<file path="config.mk">
export PLATFORM = sky130hd
export DESIGN_NAME = ltl_symbol_tx
export DESIGN_NICKNAME = d
export VERILOG_FILES = /design/src/rtl/ltl_symbol_pkg.sv /design/src/rtl/ltl_symbol_fifo.sv /design/src/rtl/ltl_symbol_tx.sv
export SDC_FILE = /design/constraint.sdc
export NUM_CORES = 1
export LEC_CHECK = 0
export BUFFER_PORTS_ARGS = -buffer_cell sky130_fd_sc_hd__buf_2
export CAP_MARGIN = 30
export CELL_PAD_IN_SITES_DETAIL_PLACEMENT = 0
export CELL_PAD_IN_SITES_GLOBAL_PLACEMENT = 1
export CORE_ASPECT_RATIO = 0.75
export CORE_MARGIN = 2
export CORE_UTILIZATION = 45
export CTS_CLUSTER_SIZE = 25
export DETAILED_ROUTE_END_ITERATION = 6
export MAX_ROUTING_LAYER = met4
export PLACE_DENSITY = 0.91
export SLEW_MARGIN = 20
export SYNTH_ARGS = -nofsm -noshare
export SYNTH_HDL_FRONTEND = slang
export SYNTH_SLANG_ARGS = --single-unit
</file>
<file path="constraint.sdc">
create_clock -name clk -period 4.2 [get_ports clk]
set_input_delay 0.42 -clock clk [delete_from_list [all_inputs] [get_ports clk]]
set_output_delay 0.42 -clock clk [all_outputs]
set_load 0.01 [all_outputs]
</file>
<file path="src/rtl/ltl_symbol_pkg.sv">
// Shared types and defaults for the runtime-verification symbol feeder.
package ltl_symbol_pkg;

  typedef logic [7:0] symbol_t;

  typedef enum logic [1:0] {
    S_RST    = 2'd0,
    S_ARM    = 2'd1,
    S_STREAM = 2'd2
  } tx_state_e;

  localparam int DEPTH_DEF          = 8;
  localparam int MON_RST_CYCLES_DEF = 2;

endpackage

</file>
<file path="src/rtl/ltl_symbol_fifo.sv">
// Synchronous symbol FIFO with flush; pointers wrap naturally on a power-of-two depth.
module ltl_symbol_fifo
  import ltl_symbol_pkg::*;
#(
  parameter int DEPTH = DEPTH_DEF
) (
  input  logic                         clk,
  input  logic                         reset,
  input  logic                         flush,
  input  logic                         push,
  input  logic                         pop,
  input  logic [7:0]                   wdata,
  output logic [7:0]                   rdata,
  output logic                         full,
  output logic                         empty,
  output logic [$clog2(DEPTH+1)-1:0]   count
);

  localparam int AW = $clog2(DEPTH);
  localparam int CW = $clog2(DEPTH + 1);

  symbol_t        mem [DEPTH];
  logic [AW-1:0]  wr_ptr;
  logic [AW-1:0]  rd_ptr;
  logic           do_push;
  logic           do_pop;

  assign full    = (count == CW'(DEPTH));
  assign empty   = (count == '0);
  assign do_push = push && !full;
  assign do_pop  = pop && !empty;
  assign rdata   = mem[rd_ptr];

  always_ff @(posedge clk) begin
    if (reset || flush) begin
      wr_ptr <= '0;
      rd_ptr <= '0;
      count  <= '0;
    end else begin
      if (do_push) wr_ptr <= wr_ptr + 1'b1;
      if (do_pop)  rd_ptr <= rd_ptr + 1'b1;
      case ({do_push, do_pop})
        2'b10:   count <= count + 1'b1;
        2'b01:   count <= count - 1'b1;
        default: count <= count;
      endcase
    end
  end

  // Storage carries no reset; only the pointers and count define validity.
  always_ff @(posedge clk) begin
    if (do_push) mem[wr_ptr] <= wdata;
  end

endmodule

</file>
<file path="src/rtl/ltl_symbol_tx.sv">
// Symbol feeder for the automata clusters: buffers predicate vectors and sequences cluster reset/start.
// Optional counters enabled by defining LTL_SYMBOL_TX_STATS_EN.
module ltl_symbol_tx
  import ltl_symbol_pkg::*;
#(
  parameter int DEPTH          = DEPTH_DEF,
  parameter int MON_RST_CYCLES = MON_RST_CYCLES_DEF
) (
  input  logic        clk,
  input  logic        reset,
  input  logic        in_valid,
  output logic        in_ready,
  input  logic [7:0]  in_pred,
  input  logic        restart,
  input  logic        mon_hold,
  output logic [7:0]  mon_symbols,
  output logic        mon_run,
  output logic        mon_reset,
  output logic [31:0] stat_sent,
  output logic [31:0] stat_full
);

  localparam int CW = $clog2(DEPTH + 1);
  localparam int RW = $clog2(MON_RST_CYCLES + 1);

  localparam logic [1:0]    ST_RST    = S_RST;
  localparam logic [1:0]    ST_ARM    = S_ARM;
  localparam logic [1:0]    ST_STREAM = S_STREAM;
  localparam logic [RW-1:0] RST_LAST  = RW'(MON_RST_CYCLES - 1);

  logic [1:0]    state;
  logic [RW-1:0] rst_cnt;
  logic          fifo_full;
  logic          fifo_empty;
  logic [CW-1:0] fifo_count;
  logic [7:0]    fifo_head;
  logic          active;
  logic          push;
  logic          pop;

  assign active   = (state == ST_ARM) || (state == ST_STREAM);
  assign in_ready = !reset && !restart && !fifo_full && (state != ST_RST);
  assign push     = in_valid && in_ready;
  // A restart cycle never issues, so nothing follows the flush on mon_run.
  assign pop      = active && !reset && !restart && !mon_hold && !fifo_empty;

  ltl_symbol_fifo #(
    .DEPTH (DEPTH)
  ) u_fifo (
    .clk   (clk),
    .reset (reset),
    .flush (restart),
    .push  (push),
    .pop   (pop),
    .wdata (in_pred),
    .rdata (fifo_head),
    .full  (fifo_full),
    .empty (fifo_empty),
    .count (fifo_count)
  );

  always_ff @(posedge clk) begin
    if (reset || restart) begin
      state       <= ST_RST;
      rst_cnt     <= '0;
      mon_reset   <= 1'b1;
      mon_run     <= 1'b0;
      mon_symbols <= 8'h00;
    end else begin
      mon_run <= pop;
      if (pop) begin
        mon_symbols <= fifo_head;
        mon_reset   <= 1'b0;
      end
      case (state)
        ST_RST: begin
          if (rst_cnt == RST_LAST) state <= ST_ARM;
          else                     rst_cnt <= rst_cnt + 1'b1;
        end
        ST_ARM: begin
          if (fifo_count != '0 && !mon_hold) state <= ST_STREAM;
        end
        default: state <= ST_STREAM;
      endcase
    end
  end

`ifdef LTL_SYMBOL_TX_STATS_EN
  logic [31:0] sent_cnt;
  logic [31:0] full_cnt;

  function automatic logic [31:0] sat_inc(input logic [31:0] v);
    return (v == 32'hFFFF_FFFF) ? v : v + 32'd1;
  endfunction

  // Counters survive restart; only the system reset clears them.
  always_ff @(posedge clk) begin
    if (reset) begin
      sent_cnt <= '0;
      full_cnt <= '0;
    end else begin
      if (mon_run)               sent_cnt <= sat_inc(sent_cnt);
      if (in_valid && fifo_full) full_cnt <= sat_inc(full_cnt);
    end
  end

  assign stat_sent = sent_cnt;
  assign stat_full = full_cnt;
`else
  assign stat_sent = '0;
  assign stat_full = '0;
`endif

endmodule

</file>
# Word-level counts from Yosys, hierarchy flattened
# Memories as Yosys holds them, arrays and structs flattened. A register that Yosys moved wholly into a read port is not among the register bits.
# Cells that the tools add are included.
dict set report classes {
  n_addsub 5
  eq_ne 8
  n_mux 6
  n_bitwise 1
  reduce_logical 25
}
# op n
set op_table {}
lappend op_table {{$logic_and 1x1->1} 11}
lappend op_table {{$pmux 4 s2} 1}
lappend op_table {{$add 3x1->3 const B} 2}
lappend op_table {{$eq 2x1->1 const B} 3}
lappend op_table {{$logic_not 1->1} 5}
lappend op_table {{$add 4x1->4 const B} 1}
lappend op_table {{$eq 2x2->1 const B} 2}
lappend op_table {{$eq 4x4->1 const B} 1}
lappend op_table {{$logic_not 4->1} 1}
lappend op_table {{$mux 2} 2}
lappend op_table {{$pmux 2 s2} 1}
lappend op_table {{$reduce_and 2->1} 2}
lappend op_table {{$reduce_bool 2->1} 2}
lappend op_table {{$reduce_bool 4->1} 1}
lappend op_table {{$sub 4x1->4 const B} 1}
lappend op_table {{$add 2x1->2 const B} 1}
lappend op_table {{$logic_not 2->1} 1}
lappend op_table {{$logic_or 1x1->1} 2}
lappend op_table {{$mux 1} 2}
lappend op_table {{$ne 2x1->1 const B} 1}
lappend op_table {{$ne 2x2->1 const B} 1}
lappend op_table {{$not 1->1} 1}
dict set report totals {
  register_bits 16
  ram_bits 64
  out_inout_bits 75
  wordCells 53
  mem_count 1
}
# memory depth width read_ports rd_ports_with_merged_regs wr line_no
set memory_table {}
lappend memory_table {u_fifo.mem 8 8 1 1 1 ltl_symbol_fifo.sv:22} ;# symbol_t mem [DEPTH];

# Longest topological paths before layout
dict set report depth {
  depth_word 9
  ltp_mapped 12
}

# Cells and area by module
# A second synthesis with hierarchy kept.
dict set report hier_totals {
  cells_unflattened 303
  hier_area_um2 4242.8
}
# module instances cells_each area_each_um2 seq_area_each_um2
set modules_own_cells {}
lappend modules_own_cells {ltl_symbol_fifo 1 168 3128.0 2182.1}
lappend modules_own_cells {ltl_symbol_tx 1 135 1114.8 280.3}

# Worst setup path after synthesis
# Ideal clock, no wire load.
dict set report synth_path {
  kind {in2reg}
  start {input reset}
  end {register u_fifo.count[3]}
  t_arrival_ns 2.212
  required_ns 4.073
  slack_ns 1.861
  path_stages 9
  n_path_buf 1
  path_cell_list {nor2_1 -> clkbuf_1 -> nand2_1 -> ha_1 -> ha_1 -> nand3_1 -> and4b_1 -> o21ai_0 -> o31ai_1}
}
dict set report synth_between {
  elab_chain_len 8
  word_cells_on_any_way 16
  classes_between {eq/ne (2); mux (1); reduce/logical (13)}
}
# item line_no
set synth_lines {}
lappend synth_lines {{from (decl)} ltl_symbol_tx.sv:10} ;# input logic reset,
lappend synth_lines {{$logic_not 1->1} {ltl_symbol_tx.sv:42, ltl_symbol_tx.sv:45}}
lappend synth_lines {{$logic_and 1x1->1, on equally long branches (3 in a row)} {ltl_symbol_tx.sv:45, ltl_symbol_tx.sv:42}}
lappend synth_lines {{$logic_and 1x1->1, on equally long branches} {ltl_symbol_tx.sv:45, ltl_symbol_tx.sv:43}}
lappend synth_lines {{$logic_and 1x1->1, on equally long branches} {ltl_symbol_fifo.sv:31, ltl_symbol_fifo.sv:30}}
lappend synth_lines {{$eq 2x1->1 or $eq 2x2->1 (tied branches)} ltl_symbol_fifo.sv:42} ;# case ({do_push, do_pop})
lappend synth_lines {{$pmux 4 s2 or $reduce_bool 2->1 (tied branches)} --}
lappend synth_lines {{to (signal assigned)} ltl_symbol_fifo.sv:43} ;# 2'b10: count <= count + 1'b1;
lappend synth_lines {{to (signal assigned)} ltl_symbol_fifo.sv:44} ;# 2'b01: count <= count - 1'b1;
lappend synth_lines {{to (signal assigned)} ltl_symbol_fifo.sv:45} ;# default: count <= count;
lappend synth_lines {{to (decl)} ltl_symbol_fifo.sv:16} ;# output logic [$clog2(DEPTH+1)-1:0] count
# Parallel ways exist; a longest one is shown, timed or not.
# A chain may end at the register's enable or synchronous reset.

# Worst setup path in the final report
dict set report layout_path {
  start {register state[0]}
  end {register u_fifo.count[3]}
}
dict set report layout_between {
  elab_chain_len 9
  word_cells_on_any_way 16
  classes_between {eq/ne (4); mux (1); reduce/logical (11)}
}
# item line_no
set layout_lines {}
lappend layout_lines {{from (decl)} ltl_symbol_tx.sv:31} ;# logic [1:0] state;
lappend layout_lines {{from (signal assigned)} ltl_symbol_tx.sv:64} ;# state <= ST_RST;
lappend layout_lines {{from (signal assigned)} ltl_symbol_tx.sv:77} ;# if (rst_cnt == RST_LAST) state <= ST_ARM;
lappend layout_lines {{from (signal assigned)} ltl_symbol_tx.sv:81} ;# if (fifo_count != '0 && !mon_hold) state <= ST_STREAM;
lappend layout_lines {{$eq 2x1->1 or $eq 2x2->1 (tied branches)} ltl_symbol_tx.sv:41} ;# assign active = (state == ST_ARM) || (state == ST_STREAM);
lappend layout_lines {{$logic_or 1x1->1 *} ltl_symbol_tx.sv:41}
lappend layout_lines {{$logic_and 1x1->1 * (4 in a row)} ltl_symbol_tx.sv:45} ;# assign pop = active && !reset && !restart && !mon_hold && !fifo_empty;
lappend layout_lines {{named net pop} ltl_symbol_tx.sv:39} ;# logic pop;
lappend layout_lines {{$logic_and 1x1->1 *} ltl_symbol_fifo.sv:31} ;# assign do_pop = pop && !empty;
lappend layout_lines {{$eq 2x1->1 or $eq 2x2->1 (tied branches)} ltl_symbol_fifo.sv:42}
lappend layout_lines {{$pmux 4 s2 or $reduce_bool 2->1 (tied branches)} --}
# The timed path passes the listed nets; every way through them passes the cells marked *.

==> impl_metrics.ini <==
[placed_design]
hpwl_um = 4512
portBuffers = 23
placedCellCount = 417
gp_congestion = 0.7655

[floorplanning]
rows = 29
ios = 88
initial_utilization = 0.4700
core_mm2 = 0.008563
die_w_um = 113.2
die_h_um = 85.91
dieArea_mm2 = 0.009725

[global_route]
grt_overflow = 0
antenna_found_initial = 0
first_global_vias = 1928
grt_pass1_wl_um = 10360
grt_max_degree = 19
grt_usage = 0.1500

[logic_synthesis]
synthFlopType = edfxtp_1
synth-seq-cells = 88
yosys.cell_types.count = 37
ys_seq_area_frac = 0.5968
synthCells = 292
mappedNetlistArea_mm2 = 0.004025
syn_avg_cell_area_um2 = 13.78
yosysWarnings = 0
postSynth.asyncResetShare = 0
synth_edf_count = 64

[min_path]
hp-class = input port to flop
hold_end = u_fifo.mem[3][5]
hold_path.startpoint = in_pred[5]
holdPathStages = 1

[sta]
rsz0062_at_grt = no
period_needed_ns = 2.558
relSlewSlack = 0.3684
skew_ns = 0.01036
setup_violations = 0
setup_tns_ns = 0
hold_viol = 0
maxSlewViolCount = 0
fmax_mhz = 390.9
worst_pin_slew_ns = 0.9439
fin_crit_sh = 0.6091

[clock_network]
cts_hold_buf = 0
clock_path_buffers = 2
cts_tree = done
clock_latency_ns = 0.34
htreeDepth = 3
cts-resized-gates = 0
root_buffer = clkbuf_16
clock-sinks = 88
numCtsBuffers = 9
cts_setup_buffers = 0
clk_pin_slew_ns = 0.07

[detailed_routing]
drc = 13
route.met3.wl_um = 519
routed.top_layer = met4
ant_nets = 0
viasPerCell = 4.905
post_drt_wl_per_cell_um = 15.36
routed-via-count = 2124
wl_met2_um = 3030
wl_met1_um = 3034
first_pass_iters = 6
drt-total-wl_um = 6652
drt_iter0_markers = 123

[setup_path]
r2r_start = state[0]
crit_arrival_ns = 2.78
reg2reg_to = u_fifo.count[3]
crit_path_frequent_cell = ha_1
cp-start-kind = flop
r2r_setup_slack_ns = 1.64
worst_setup_path_end_kind = flop
crit_type = flop to flop
reg2reg_depth = 11
crit_required_ns = 4.43
cp_cell_sequence = inv_1, ha_1, nor2b_1, nand2_1, nor2_1, ha_1, ha_1, a21oi_1, a211oi_1, o21ai_0, o31ai_1
crit_fanout = 5
critPathSlowestCell = nor2b_1
critPathMaxStageDelay_ns = 0.37

[cells_and_area]
layout_common_cells = conb_1, edfxtp_1, nor2_1, buf_2, dfxtp_1
fillers = 712
areaGrowthSynthToFinish_pct = 7.398
instances_no_fill = 433
drive_above_1_share = 0.2246
antenna_cells = 0
finalNetCount = 342

[pwr]
pwr-share-clk = 0.460
sw_frac_of_total = 0.2057
pwr_density_cell_mw_per_mm2 = 427.8
p_sw_uw = 380.3
vdd_drop_max_mv = 0.3071
pwr-share-seq = 0.506
comb_power_share = 0.035
power.internal_mw = 1.469
leakage_nw = 1.569

[run]
cap_viol_max_count = 0

[status]
violations = DRC
status = finished, violations left
## per-layer routing
metal	GRT usage	vias up
met4	0.04102	0
met3	0.06007	6
met1	0.2024	1044
li1	-	979
met5	-	-
met2	0.2123	95
## area by class of cell
class	count	area (um2)	area share
Sequential cell	88	2402	0.5557
Multi-Input combinational cell	187	1299	0.3004
Clock buffer	9	225.2	0.05210
Timing Repair Buffer	27	140.1	0.03242
Tap cell	108	135.1	0.03126
Clock inverter	7	95.09	0.02200
Inverter	7	26.28	0.006078
## state kept, by name, summed over array words and instances (netlist names)
signal / cells
mon_run: 1
u_fifo.count: 4
u_fifo.wr_ptr: 3
mon_reset: 1
rst_cnt: 2
u_fifo.mem: 64
state: 2
u_fifo.rd_ptr: 3
mon_symbols: 8
## worst max-delay path: cells and delay by family, from the launching register on
kind	cells	cell delay (ns)
AOI/OAI and AO/OA	4	0.56
buffers and inverters	1	0.06
adders and majority gates	3	0.80
and+or+nand+nor	3	0.69
DFF	1	0.36
## synthesized netlist by cell type (3+ instances only)
library cell	count	area (um2)
o21ai_2	8	70.07
clkbuf_1	5	18.77
nor2_1	30	112.6
inv_1	7	26.28
xnor2_1	4	35.03
edfxtp_1	64	1922
nand2_1	9	33.78
nor2b_1	3	18.77
mux4_2	16	360.4
ha_1	8	100.1
nor3_1	5	25.02
o22ai_1	8	50.05
nand3_1	3	15.01
buf_4	65	488.0
dfxtp_1	24	480.5
a21oi_1	6	30.03
## through the flow
stage	hold WS, ns	setup WS (ns)	power, mW	util	cell area, um2
2_1_floorplan	0.4666	1.861	1.044	-	4262
5_1_grt	0.3592	1.429	1.904	0.5048	4323
3_5_place_dp	0.4346	1.643	1.017	0.4674	4003
3_3_place_gp	0.4288	1.608	1.015	0.4662	3993
6_report	0.3488	1.642	1.849	0.5048	4323
4_1_cts	0.3450	1.639	1.855	0.5048	4323
## how the worst max path moves through the flow
stage	start	end	slack [ns]	cells past startpoint
4_1_cts	state[0]	u_fifo.count[3]	1.64	11
3_3_place_gp	reset	u_fifo.mem[4][6]	1.61	4
2_1_floorplan	reset	u_fifo.count[3]	1.86	9
5_1_grt	u_fifo.count[0]	u_fifo.count[3]	1.43	9
6_report	state[0]	u_fifo.count[3]	1.64	11
3_5_place_dp	state[0]	u_fifo.count[3]	1.64	11
## power groups by stage
| stage | logic (mW) | clock network (mW) | registers (mW) |
|---|---|---|---|
| 2_1_floorplan | 0.0898 | 0 | 0.954 |
| 3_3_place_gp | 0.0614 | 0 | 0.954 |
| 3_5_place_dp | 0.0630 | 0 | 0.954 |
| 4_1_cts | 0.0632 | 0.857 | 0.935 |
| 5_1_grt | 0.0726 | 0.897 | 0.935 |
| 6_report | 0.0643 | 0.850 | 0.935 |
## cell families after synthesis
group / count (synthesis) / share of synthesized area
simple gates: 62 / 0.07678
flops: 88 / 0.5968
buf+inv: 80 / 0.1393
other cells: 1 / 0.0009317
fa+ha+maj: 9 / 0.02984
xor+xnor: 7 / 0.01710
mux: 17 / 0.09201
compound gates: 28 / 0.04725
Power figures use the tool's default switching activity.
